## config.mk

```make
export PLATFORM = sky130hd
export DESIGN_NAME = fifo_2_axis_packetizer
export DESIGN_NICKNAME = d
export VERILOG_FILES = /design/src/rtl/fifo_2_axis_packetizer.sv
export SDC_FILE = /design/constraint.sdc
export NUM_CORES = 1
export LEC_CHECK = 0
export ABC_AREA = 1
export CAP_MARGIN = 5
export CORE_ASPECT_RATIO = 0.6
export CORE_MARGIN = 2
export CORE_UTILIZATION = 30
export DETAILED_ROUTE_END_ITERATION = 8
export GPL_TIMING_DRIVEN = 0
export PLACE_DENSITY_LB_ADDON = 0.25
export SETUP_SLACK_MARGIN = 0.4
export SYNTH_ARGS = -nofsm -noshare
export SYNTH_HDL_FRONTEND = slang
export SYNTH_SLANG_ARGS = --single-unit
export TNS_END_PERCENT = 5
```

## constraint.sdc

```tcl
create_clock -name i_clk -period 4.7 [get_ports i_clk]
set_input_delay 0.94 -clock i_clk [delete_from_list [all_inputs] [get_ports i_clk]]
set_output_delay 0.94 -clock i_clk [all_outputs]
set_load 0.05 [all_outputs]
```

## src/rtl/fifo_2_axis_packetizer.sv

```systemverilog
// FIFO-to-AXI-Stream packetizer: pops a first-word-fall-through FIFO word,
// streams it out as RATIO narrower beats (LSB slice first), and frames the
// stream into packets of i_packet_len beats using tuser/tlast markers.
module fifo_2_axis_packetizer #(
  parameter int AXIS_DATA_WIDTH = 32,
  parameter int RATIO           = 1,
  parameter int FIFO_DATA_WIDTH = AXIS_DATA_WIDTH * RATIO,
  parameter int LEN_WIDTH       = 16
) (
  input  logic                       i_clk,
  input  logic                       i_rstn,
  input  logic                       i_enable,
  input  logic [LEN_WIDTH-1:0]       i_packet_len,
  input  logic [FIFO_DATA_WIDTH-1:0] i_fifo_data,
  input  logic                       i_fifo_not_empty,
  output logic                       o_fifo_r_stb,
  output logic [AXIS_DATA_WIDTH-1:0] o_axis_tdata,
  output logic                       o_axis_tvalid,
  input  logic                       i_axis_tready,
  output logic                       o_axis_tuser,
  output logic                       o_axis_tlast,
  output logic [31:0]                o_packet_count
);

  localparam int IDX_W = (RATIO > 1) ? $clog2(RATIO) : 1;
  localparam logic [IDX_W-1:0] LAST_IDX = IDX_W'(RATIO - 1);

  typedef enum logic {EMPTY, SEND} state_t;

  state_t                     state_q, state_d;
  logic [FIFO_DATA_WIDTH-1:0] buf_q, buf_d;
  logic [IDX_W-1:0]           idx_q, idx_d;
  logic [LEN_WIDTH-1:0]       beat_cnt_q, beat_cnt_d;
  logic [LEN_WIDTH-1:0]       len_q, len_d;
  logic [31:0]                pkt_cnt_q, pkt_cnt_d;

  logic                       tvalid;
  logic                       hs;
  logic                       last_sub;
  logic                       pop;
  logic                       tlast;
  logic [LEN_WIDTH-1:0]       eff_len;

  // Handshake, pop strobe and packet framing decode.
  // Length is sampled live at the first beat of a packet and latched there,
  // so mid-packet length changes never move the current packet's end.
  always_comb begin
    tvalid   = (state_q == SEND);
    hs       = tvalid & i_axis_tready;
    last_sub = (idx_q == LAST_IDX);
    pop      = i_rstn & i_fifo_not_empty & i_enable &
               ((state_q == EMPTY) | (hs & last_sub));
    eff_len  = (beat_cnt_q == '0) ? i_packet_len : len_q;
    tlast    = tvalid & (eff_len != '0) &
               (beat_cnt_q == eff_len - LEN_WIDTH'(1));
  end

  // Output slice select from the registered buffer, plus marker outputs.
  always_comb begin
    o_axis_tdata = '0;
    for (int unsigned k = 0; k < RATIO; k++) begin
      if (idx_q == IDX_W'(k)) begin
        o_axis_tdata = buf_q[k*AXIS_DATA_WIDTH +: AXIS_DATA_WIDTH];
      end
    end
    o_axis_tvalid  = tvalid;
    o_fifo_r_stb   = pop;
    o_axis_tuser   = tvalid & (beat_cnt_q == '0);
    o_axis_tlast   = tlast;
    o_packet_count = pkt_cnt_q;
  end

  // Next-state: buffer load on pop, sub-beat advance on handshake, framing counters.
  always_comb begin
    state_d    = state_q;
    buf_d      = buf_q;
    idx_d      = idx_q;
    beat_cnt_d = beat_cnt_q;
    len_d      = len_q;
    pkt_cnt_d  = pkt_cnt_q;

    if (pop) begin
      buf_d   = i_fifo_data;
      idx_d   = '0;
      state_d = SEND;
    end else if (hs) begin
      if (last_sub) begin
        idx_d   = '0;
        state_d = EMPTY;
      end else begin
        idx_d = idx_q + IDX_W'(1);
      end
    end

    if (hs) begin
      if (beat_cnt_q == '0) begin
        len_d = i_packet_len;
      end
      if (tlast) begin
        beat_cnt_d = '0;
        pkt_cnt_d  = pkt_cnt_q + 32'd1;
      end else begin
        beat_cnt_d = beat_cnt_q + LEN_WIDTH'(1);
      end
    end
  end

  // State and datapath registers.
  always_ff @(posedge i_clk or negedge i_rstn) begin
    if (!i_rstn) begin
      state_q    <= EMPTY;
      buf_q      <= '0;
      idx_q      <= '0;
      beat_cnt_q <= '0;
      len_q      <= '0;
      pkt_cnt_q  <= '0;
    end else begin
      state_q    <= state_d;
      buf_q      <= buf_d;
      idx_q      <= idx_d;
      beat_cnt_q <= beat_cnt_d;
      len_q      <= len_d;
      pkt_cnt_q  <= pkt_cnt_d;
    end
  end

endmodule

```

Yosys cells after proc, flatten, opt, wreduce, memory -nomap -nowiden
Index checks and enable logic that the tools add are counted.

Add/sub/neg operators: 4. Equality and inequality tests: 2. Muxes and demuxes: 9. Bitwise logic cells: 11. Reduce and logical (&&, ||, !) cells: 5.

Operators with widths (number): $add A32 B1 Y32 const B (1); $mux W16 (2); $mux W32 (1); $add A16 B1 Y16 const B (1); $eq A16 B16 Y1 (1); $logic_not A16 Y1 (1); $reduce_bool A16 Y1 (1); $sub A16 B1 Y16 const B (1); $and A1 B1 Y1 (8); $mux W1 (6); $reduce_and A2 Y1 (2); $ne A2 B2 Y1 const B (1); $not A1 Y1 (2); $reduce_bool A2 Y1 (1); $add A1 B1 Y1 const B (1); $or A1 B1 Y1 (1).

Bits in registers: 98. Word-level logic and storage cells: 37.

Depth between registers and ports, before layout
Gate-level depths: netlist (run 1).

Word-level depth: 6. Depth in mapped cells: 25. Depth with buffers taken out: 24.

Worst setup path after synthesis (run 1)
No wires, ideal clock.

Path type: flip-flop to output port. From: register beat_cnt_q[0]. To: output o_axis_tlast. Arrival time: 2.831 ns. Required time: 3.760 ns. Setup slack: 0.929 ns. Stages on the path, launching flop included: 24. Path buffers: 2. Cells stage by stage: dfrtp_1 > inv_1 > ha_1 > inv_1 > nor2_1 > nand2_1 > nor2_8 > nand2_4 > buf_6 > nand2_1 > nand2_2 > ha_1 > nand2_1 > inv_1 > nor3_1 > nand3_1 > nor2_1 > nand2_1 > nor2_1 > nand2_1 > nor2_1 > nand3_1 > nor2_1 > buf_2.

Cells in the longest elaborated chain, start to end: 5.

Ends and longest elaborated chain: from (decl) (RTL line 33) `logic [LEN_WIDTH-1:0] beat_cnt_q, beat_cnt_d;`; from (signal assigned) (RTL line 121) `beat_cnt_q <= beat_cnt_d;`; $logic_not A16 Y1 (RTL line 53) `eff_len = (beat_cnt_q == '0) ? i_packet_len : len_q;`; $mux W16; $sub A16 B1 Y16 or $reduce_bool A16 Y1 (tied branches) (RTL line 55, 54); $eq A16 B16 Y1 or $and A1 B1 Y1 (tied branches) (RTL line 55, 54); $and A1 B1 Y1 * (RTL line 54) `tlast = tvalid & (eff_len != '0) &`; to (decl) (RTL line 21) `output logic o_axis_tlast,`.

Every way passes the cells marked *; elsewhere a longest branch is shown, timed or not.

Worst setup path in the final report (run 1)
From: register beat_cnt_q[1]. To: output o_axis_tlast.

Same word-level chain as after synthesis.

==> results.cfg, run 1 <==
[drt]
drc = 0
wl_um = 20500
wl_met1_um = 11100
vias = 6314
ant_nets = 0
wl_met2_um = 7170
dr.pass1.iters = 5
routed.top_layer = met4
dr_wl_met3_um = 2120
drt_iter0_markers = 469
viasPerCell = 4.70
wl_per_cell_um = 15.3

[worst_hold_path]
holdPathEnd = buf_q[3]$_DFFE_PN0P_
hold_depth = 2
min_from = buf_q[3]$_DFFE_PN0P_
holdCritPathClass = reg2reg

[timing]
worst_pin_slew_ns = 0.740
post-route-period-util_pct = 91.2
slew_viol_final = 0
finalSetupViolCount = 0
min_period_ns = 4.29
max_freq_mhz = 233
slew_headroom_pct = 50.0
rsz0062_at_grt = true
final-hold-violation-count = 0
fin_skew_ns = 0.0134
holdWs_ns = 0.473

[critical_path]
crit_family = simple AND/OR/NAND/NOR gates
worstPathMaxFanout = 4
cpPeakStageDelay_ns = 0.40
r2r_start = beat_cnt_q[1]$_DFFE_PN0P_
cp_common_cell = nor2_2
rr_worst_depth = 27
rrSetupSlack_ns = 1.30
crit_required_ns = 3.76
slowest_stage = dfrtp_1
r2r-end = beat_cnt_q[11]$_DFFE_PN0P_
path_buf_inv = 6
critical_path_class = reg2out
cp-end-kind = output pin
path_cells = inv_2 -> ha_4 -> inv_1 -> nor2_2 -> nand2_2 -> nor2_8 -> nand2_4 -> buf_8 -> nand2_4 -> nand2_4 -> ha_4 -> nand2_2 -> inv_2 -> nor3_2 -> nand3_1 -> nor2_2 -> nand2_1 -> nor2_2 -> nand2_1 -> nor2_1 -> nand3_1 -> nor2_2 -> buf_6 -> buf_8
crit_cells = 24
cp-start-kind = flip-flop
arrival_ns = 3.35

[die]
row_count = 41
die_h_um = 117
die_w_um = 192
start_util_pct = 30.3
io-pin-count = 121
dieArea_um2 = 22300
core_um2 = 20900

[synth]
synthArstFlopShare_pct = 100
syn-num-nets = 968
syn_area_um2 = 6330
ys_seq_area_share_pct = 38.3
synth_ff_type = dfrtp_1
synth-edff-count = 0
yosys_warnings = 0
syn_inst = 910
synth_cell_type_count = 32
synth.avg_cell_area_um2 = 6.96
ys_seq_elements = 97

[cells_and_area]
drive_gt1_share_pct = 10.3
diodes = 0
finalNonFillerCells = 1343
syn_to_final_growth_pct = 33.0
nets = 1117
final_common_cell = nand2_1
mostFrequentLayoutCells = nand2_1 (382), clkdlybuf4s50_1 (117), dfrtp_1 (96), inv_1 (77), nor2_1 (68)

[placed_design]
dp.cells = 1310
place.gp.congestion = 0.981
hpwl_um = 15800
io_buffers = 120

[global_routing]
grt.overflow.total = 0
grt_max_degree = 57
antenna_found_initial = 0
grt_usage_pct = 19.1
grt_pass1_wl_um = 32700
grt_pass1_vias = 5817

[power]
leakagePower_nw = 4.37
finalPower_mw = 2.29
power_density_nw_per_um2 = 272
ir_drop_mv = 0.160

[flow_run]
cap_violations = 0

[cts]
root_buffer = clkbuf_16
cts_max_level = 3
clock_sinks = 97
ctsHoldBuffers = 0
tritoncts = done
numCtsBuffers = 9
clkLatencyLatePin_ns = 0.36
clk_pin_slew_ns = 0.08
clk_path_buf_depth = 2

[run_status]
status = finished, final reports clean
[metal layers]
metal	GRT usage (%)	up-vias
met5	0	-
met4	3.38	0
met3	7.81	14
met2	22.8	210
li1	-	3164
met1	30.6	2926
[state kept, by name (all words and copies together), names as in the netlist]
signal          cells
o_axis_tvalid       1
beat_cnt_q         16
len_q              16
o_packet_count     32
buf_q              32
[area by class of cell]
type                       instances  area [µm²]
fill                            2175       12500
multi-input combinational        697        3460
tap                              279         349
clock inverter                     7        76.3
sequential                        97        2430
timing repair buffer             138        1360
inverter                          86         323
clock buffer                       9         225
buffer                            30         203
[power breakdown]
part,switching (mW),internal (mW),total [mW]
clock network,0.382,0.375,0.758
registers,0.0522,0.902,0.954
logic,0.364,0.211,0.575
[logic make-up after synthesis]
group           after synthesis  share of synthesized area, %
simple gates                618                          43.9
compound gates               29                          2.45
fa+ha+maj                     5                         0.988
xor+xnor                     45                          6.22
buf+inv                     116                          8.14
flops                        97                          38.3
[synthesized netlist by cell type (8+ instances only)]
cell type,count,area share (%)
nand3_1,41,3.2
nand2_1,386,23
dfrtp_1,97,38
nor2_1,74,4.4
o21ai_0,20,1.6
nand3b_1,14,1.7
inv_1,80,4.7
xor2_1,38,5.3
nand2_2,9,0.89
nor3_1,20,1.6
nor4_1,8,0.79
nand4_1,40,4.0
clkbuf_1,14,0.83
[repair_timing]
item / 4_1_cts / 5_1_grt
setup buffers: 11 / 6
resized for setup: 25 / 9
gates cloned: 0 / 0
endpoints found under the setup margin: 2 / 2
pin swaps: 7 / 16
[per-stage QoR]
stage,utilization (%),setup TNS [ns],area (µm²),setup WS [ns]
floorplan,-,0,6330,0.929
global placement,37.8,-219.78,7880,-3.85
detailed placement,37.9,-0.568,7910,-0.568
CTS,40.0,0,8360,0.323
global route,40.3,0,8420,0.221
finish,40.3,0,8420,0.413
[worst max-delay path by stage]
stage                                         start           end  slack (ns)
after detailed placement            i_packet_len[1]  o_axis_tlast       -0.57
after CTS                 beat_cnt_q[0]$_DFFE_PN0P_  o_axis_tlast        0.32
final                     beat_cnt_q[1]$_DFFE_PN0P_  o_axis_tlast        0.41
after global placement                       i_rstn  o_fifo_r_stb       -3.85
after global routing      beat_cnt_q[1]$_DFFE_PN0P_  o_axis_tlast        0.22
after floorplan           beat_cnt_q[0]$_DFFE_PN0P_  o_axis_tlast        0.93
[worst register-to-register path, stage by stage, from the launching register on]
cell and delay (ns):
dfrtp_1 0.40, inv_2 0.08, ha_4 0.15, inv_1 0.05
nor2_2 0.09, nand2_2 0.09, nor2_8 0.15, nand2_4 0.09
buf_8 0.13, nand2_4 0.05, nand2_4 0.07, ha_4 0.22
nand2_2 0.06, inv_2 0.04, nor3_2 0.13, nand3_1 0.10
nor2_2 0.11, nand2_1 0.07, nor2_2 0.18, nand2_1 0.08
nor2_1 0.10, nand3_1 0.09, nor2_2 0.17, buf_4 0.14
buf_4 0.09, nand2_1 0.19, nand2_1 0.13, inv_1 0.04
Note: power is estimated with default switching activity, not from simulation.
==> run 2, diff against run 1 <==
- GPL_ROUTABILITY_DRIVEN: default -> 0
- MAX_ROUTING_LAYER: default -> met4
==> run 2 against run 1 <==
Compared with the run above: register-to-register slack got worse by 0.04 ns; routed wire length fell by 0.51%; first-iteration DRC count up 23%; clock power rose by 12%; cell count fell by 0.15%; core utilization is 0.13 points higher; worst setup slack better by 0.018 ns; combinational power hardly changed; sequential power about the same; sequential share of layout area down 0.11 points; critical endpoint unchanged; total power up 4.1%; non-clock buffer count decreased by 2.
==> results.cfg, run 2 (same netlist as run 1, synthesis figures left out) <==
[cts]
clk_pin_slew_ns = 0.08
tritoncts = done
clock_sinks = 97
numCtsBuffers = 9
clk_path_buf_depth = 2
clkLatencyLatePin_ns = 0.36
ctsHoldBuffers = 0
root_buffer = clkbuf_16
cts_max_level = 3

[global_routing]
grt.overflow.total = 0
grt_pass1_wl_um = 32500
grt_usage_pct = 19.6
grt_max_degree = 51
grt_pass1_vias = 5844
antenna_found_initial = 0

[timing]
rsz0062_at_grt = true
max_freq_mhz = 234
slew_headroom_pct = 54.1
finalSetupViolCount = 0
final-hold-violation-count = 0
post-route-period-util_pct = 90.8
fin_skew_ns = 0.0134
slew_viol_final = 0
min_period_ns = 4.27
holdWs_ns = 0.472
worst_pin_slew_ns = 0.680

[die]
io-pin-count = 121
row_count = 41
start_util_pct = 30.3
dieArea_um2 = 22300
die_w_um = 192
die_h_um = 117
core_um2 = 20900

[placed_design]
placed_area_um2 = 7910
io_buffers = 120
dp.cells = 1310
hpwl_um = 15700

[critical_path]
cp-start-kind = flip-flop
rr_worst_depth = 24
arrival_ns = 3.33
critical_path_class = reg2out
crit_required_ns = 3.76
worstPathMaxFanout = 6
cp-end-kind = output pin

[drt]
vias = 6292
ant_nets = 0
dr.pass1.iters = 5
viasPerCell = 4.69
drt_iter0_markers = 577
drc = 0
wl_um = 20400
wl_per_cell_um = 15.2

[power]
power_density_nw_per_um2 = 282
pwr-share-comb_pct = 24.2
switching_share_pct = 32.7
ir_drop_mv = 0.175
p_int_mw = 1.60
leakagePower_nw = 4.40
clockPowerShare_pct = 35.7
seq_power_share_pct = 40.1
finalPower_mw = 2.38
p_switching_mw = 0.778

[cells_and_area]
drive_gt1_share_pct = 9.70
fin_area_um2 = 8450
fillers = 2190
multi_input_area_um2 = 3460
nets = 1115
syn_to_final_growth_pct = 33.4
fin_util_pct = 40.5
mostFrequentLayoutCells = nand2_1 (383), clkdlybuf4s50_1 (117), dfrtp_1 (97), inv_1 (78), nor2_1 (70)
final_common_cell = nand2_1
finalNonFillerCells = 1341
regArea_um2 = 2430
diodes = 0

[worst_hold_path]
hold_depth = 2
holdCritPathClass = reg2reg

[flow_run]
cap_violations = 0

[run_status]
status = finished, final reports clean
-- run 2: cell count changes in the layout (fill, tap and decap cells not counted), moves of 2 or more --
cell,change
buf_4,-3
bufinv_16,+2
clkinv_8,-2
nor2_1,+2
nor2_2,-4
nor2_4,+2
-- run 2: area by class of cell --
cell class                 count  share of cell area (%)
clock buffer                  10                    2.83
multi-input combinational    697                    41.0
inverter                      86                    3.82
sequential                    97                    28.7
clock inverter                 6                    1.14
tap                          279                    4.13
buffer                        30                    2.40
timing repair buffer         136                    16.0
-- run 2: power groups by stage --
stage / combinational (mW) / clock (mW) / sequential, mW
2_1_floorplan: 0.136 / 0 / 1.15
3_3_place_gp: 0.533 / 0 / 0.971
3_5_place_dp: 0.537 / 0 / 0.972
4_1_cts: 0.572 / 0.885 / 0.955
5_1_grt: 0.628 / 0.917 / 0.965
6_report: 0.575 / 0.851 / 0.954
-- run 2: final timing paths --
kind / startpoint / to / slack, ns
min: buf_q[24]$_DFFE_PN0P_ / buf_q[24]$_DFFE_PN0P_ / 0.47
min reg2reg: buf_q[24]$_DFFE_PN0P_ / buf_q[24]$_DFFE_PN0P_ / 0.47
max: beat_cnt_q[15]$_DFFE_PN0P_ / o_axis_tlast / 0.43
max reg2reg: beat_cnt_q[15]$_DFFE_PN0P_ / beat_cnt_q[3]$_DFFE_PN0P_ / 1.26
max in group asynchronous: i_rstn / o_packet_count[3]$_DFFE_PN0P_ / 3.53
min in group asynchronous: i_rstn / len_q[13]$_DFFE_PN0P_ / 0.51
-- run 2: through the flow --
stage               setup slack (ns)  TNS (ns)
floorplan                      0.929         0
global placement               -3.86   -223.37
detailed placement            -0.558    -0.558
CTS                            0.370         0
global route                   0.168         0
finish                         0.431         0
-- run 2: worst max-delay path, cell delays in order, from the launching register on --
cell,delay (ns)
dfrtp_1,0.42
nor2_1,0.29
nand2_4,0.14
nor2_8,0.20
nand2_4,0.09
buf_8,0.13
nand2_4,0.06
nand2_4,0.06
ha_4,0.21
nand2_1,0.06
inv_1,0.06
nor3_2,0.15
nand3_1,0.12
nor2_2,0.11
nand2_1,0.09
nor2_4,0.11
nand2_1,0.06
nor2_1,0.08
nand3_1,0.12
nor2_4,0.14
buf_6,0.13
buf_8,0.14
-- run 2: timing repair --
action	CTS	global route
gates resized for setup	28	4
gates cloned	0	0
setup buffers	12	3
endpoints found under the setup margin	2	2
pin swaps	13	4
-- run 2: layer usage --
layer | global-route usage, % | routed length, µm | part of all wire [%]
met1 | 30.0 | 11000 | 54
met2 | 23.3 | 7190 | 35
met3 | 7.66 | 2050 | 10
met4 | 3.74 | 136 | 0.67
met5 | - | 0 | 0
==> run 3, diff against run 2 <==
- clock period: 4.7 -> 3.6 ns (I/O delays scaled with it)
==> run 3 against run 2 <==
Compared with the run above: worst hold slack worse by 0.22 ns; routed wire length hardly changed; critical path depth is 2 higher; sequential power is 31% higher; non-clock buffer count is 3 higher; die area stayed put; the run now ends with negative setup slack left; via count is 0.16% lower; combinational power is 32% higher; sequential share of layout area is 0.59 points lower; critical path type unchanged.
==> results.cfg, run 3 (same netlist as run 1, synthesis figures left out) <==
[placed_design]
io_buffers = 120
post-place-ws_ns = -1.14
placed_area_um2 = 7960
dp.cells = 1310
hpwl_um = 15600

[timing]
max_freq_mhz = 256
slew_headroom_pct = 52.6
worst_slack_ns = -0.305
min_period_ns = 3.91
rsz0062_at_grt = true
fin_skew_ns = 0.0115
post-route-period-util_pct = 108
final-hold-violation-count = 0
setup_tns_ns = -0.305
holdWs_ns = 0.252
worst_pin_slew_ns = 0.701
finalSetupViolCount = 1
slew_viol_final = 0

[cells_and_area]
diodes = 0
multi_input_area_um2 = 3590
nets = 1118
regArea_um2 = 2430
mostFrequentLayoutCells = nand2_1 (366), clkdlybuf4s50_1 (116), dfrtp_1 (95), inv_1 (76), nor2_1 (64)
final_common_cell = nand2_1
fin_area_um2 = 8630
finalNonFillerCells = 1344
fillers = 2173
syn_to_final_growth_pct = 36.4
drive_gt1_share_pct = 13.1

[cts]
cts_max_level = 3
clk_pin_slew_ns = 0.08
tritoncts = done
clkLatencyLatePin_ns = 0.35
numCtsBuffers = 9
root_buffer = clkbuf_16
clock_sinks = 97
clk_path_buf_depth = 2

[critical_path]
worstPathMaxFanout = 5
critical_path_class = reg2out
arrival_ns = 3.19
cp-start-kind = flip-flop
cp-end-kind = output pin
crit_required_ns = 2.88

[flow_run]
cap_violations = 0

[drt]
wl_um = 20400
wl_per_cell_um = 15.2
ant_nets = 0
drc = 0
drt_iter0_markers = 498
vias = 6282
dr.pass1.iters = 5
viasPerCell = 4.67

[global_routing]
grt_pass1_vias = 5701
grt.overflow.total = 0
grt_usage_pct = 19.4
antenna_found_initial = 0
grt_max_degree = 53
grt_pass1_wl_um = 32200

[power]
switching_share_pct = 32.8
leakagePower_nw = 4.46
seq_power_share_pct = 40.1
p_int_mw = 2.10
clockPowerShare_pct = 35.6
pwr-share-comb_pct = 24.3
power_density_nw_per_um2 = 362
ir_drop_mv = 0.253
p_switching_mw = 1.03

[die]
core_um2 = 20900
dieArea_um2 = 22300
die_h_um = 117
io-pin-count = 121
row_count = 41
start_util_pct = 30.3
die_w_um = 192

[run_status]
status = finished, violations left
failed_checks = negative setup slack

[worst_hold_path]
holdCritPathClass = in2async
[run 3: layout make-up]
cell class,instances,share of cell area (%)
plain buffers,30,2.59
clock buffers,10,2.77
clock inverters,6,1.12
inverters,86,3.74
multi-input cells,697,41.6
flip-flops and latches,97,28.1
well taps,279,4.04
repair buffers,139,16.0
[run 3: worst max-delay path, cell delays in order (launching register included)]
cell and delay [ns]:
dfrtp_1 0.39, inv_2 0.08, ha_4 0.15, inv_2 0.04, nor2_2 0.08, nand2_2 0.09
nor2_8 0.17, nand2_4 0.09, buf_8 0.13, nand2_4 0.07, nand2_8 0.05, ha_4 0.26
nor2_2 0.04, nor3_2 0.14, nand3_1 0.10, nor2_2 0.12, nand2_2 0.08, nor2_4 0.10
nand2_1 0.06, nor2_1 0.08, nand3_1 0.10, nor2_2 0.15, buf_6 0.12, buf_8 0.14
[run 3: path summary, 6_finish.rpt]
path | cells past startpoint | slack (ns) | to | from
max | 23 | -0.31 | o_axis_tlast | beat_cnt_q[0]$_DFFE_PN0P_
min | 1 | 0.25 | len_q[13]$_DFFE_PN0P_ | i_rstn
max reg2reg | 22 | 0.34 | o_packet_count[6]$_DFFE_PN0P_ | beat_cnt_q[0]$_DFFE_PN0P_
min reg2reg | 2 | 0.47 | buf_q[0]$_DFFE_PN0P_ | buf_q[0]$_DFFE_PN0P_
max in group asynchronous | 2 | 2.75 | buf_q[27]$_DFFE_PN0P_ | i_rstn
min in group i_clk | 2 | 0.47 | buf_q[0]$_DFFE_PN0P_ | buf_q[0]$_DFFE_PN0P_
[run 3: routing by layer]
layer | part of all wire, % | track usage, % | up-vias
met2 | 34 | 21.8 | 210
met3 | 9.0 | 6.82 | 13
met5 | 0 | - | -
met1 | 56 | 31.1 | 2903
li1 | - | - | 3156
met4 | 0.61 | 3.79 | 0
[run 3: power by group through the flow]
stage / combinational (mW) / sequential, mW / clock (mW)
detailed placement: 0.722 / 1.27 / 0
CTS: 0.757 / 1.25 / 1.15
finish: 0.759 / 1.25 / 1.11
global route: 0.822 / 1.27 / 1.20
floorplan: 0.194 / 1.50 / 0
global placement: 0.716 / 1.27 / 0
[run 3: timing repair]
item	in CTS	in global routing
gates resized for setup	34	37
hold buffers	0	0
setup buffers	11	7
endpoints found under the setup margin	51	50
pin swaps	18	17
[run 3: metrics by stage]
stage	utilization [%]	power (mW)
after floorplan	-	1.69
after global placement	38.0	1.99
after detailed placement	38.1	1.99
after CTS	40.5	3.16
after global routing	41.4	3.29
final	41.4	3.13
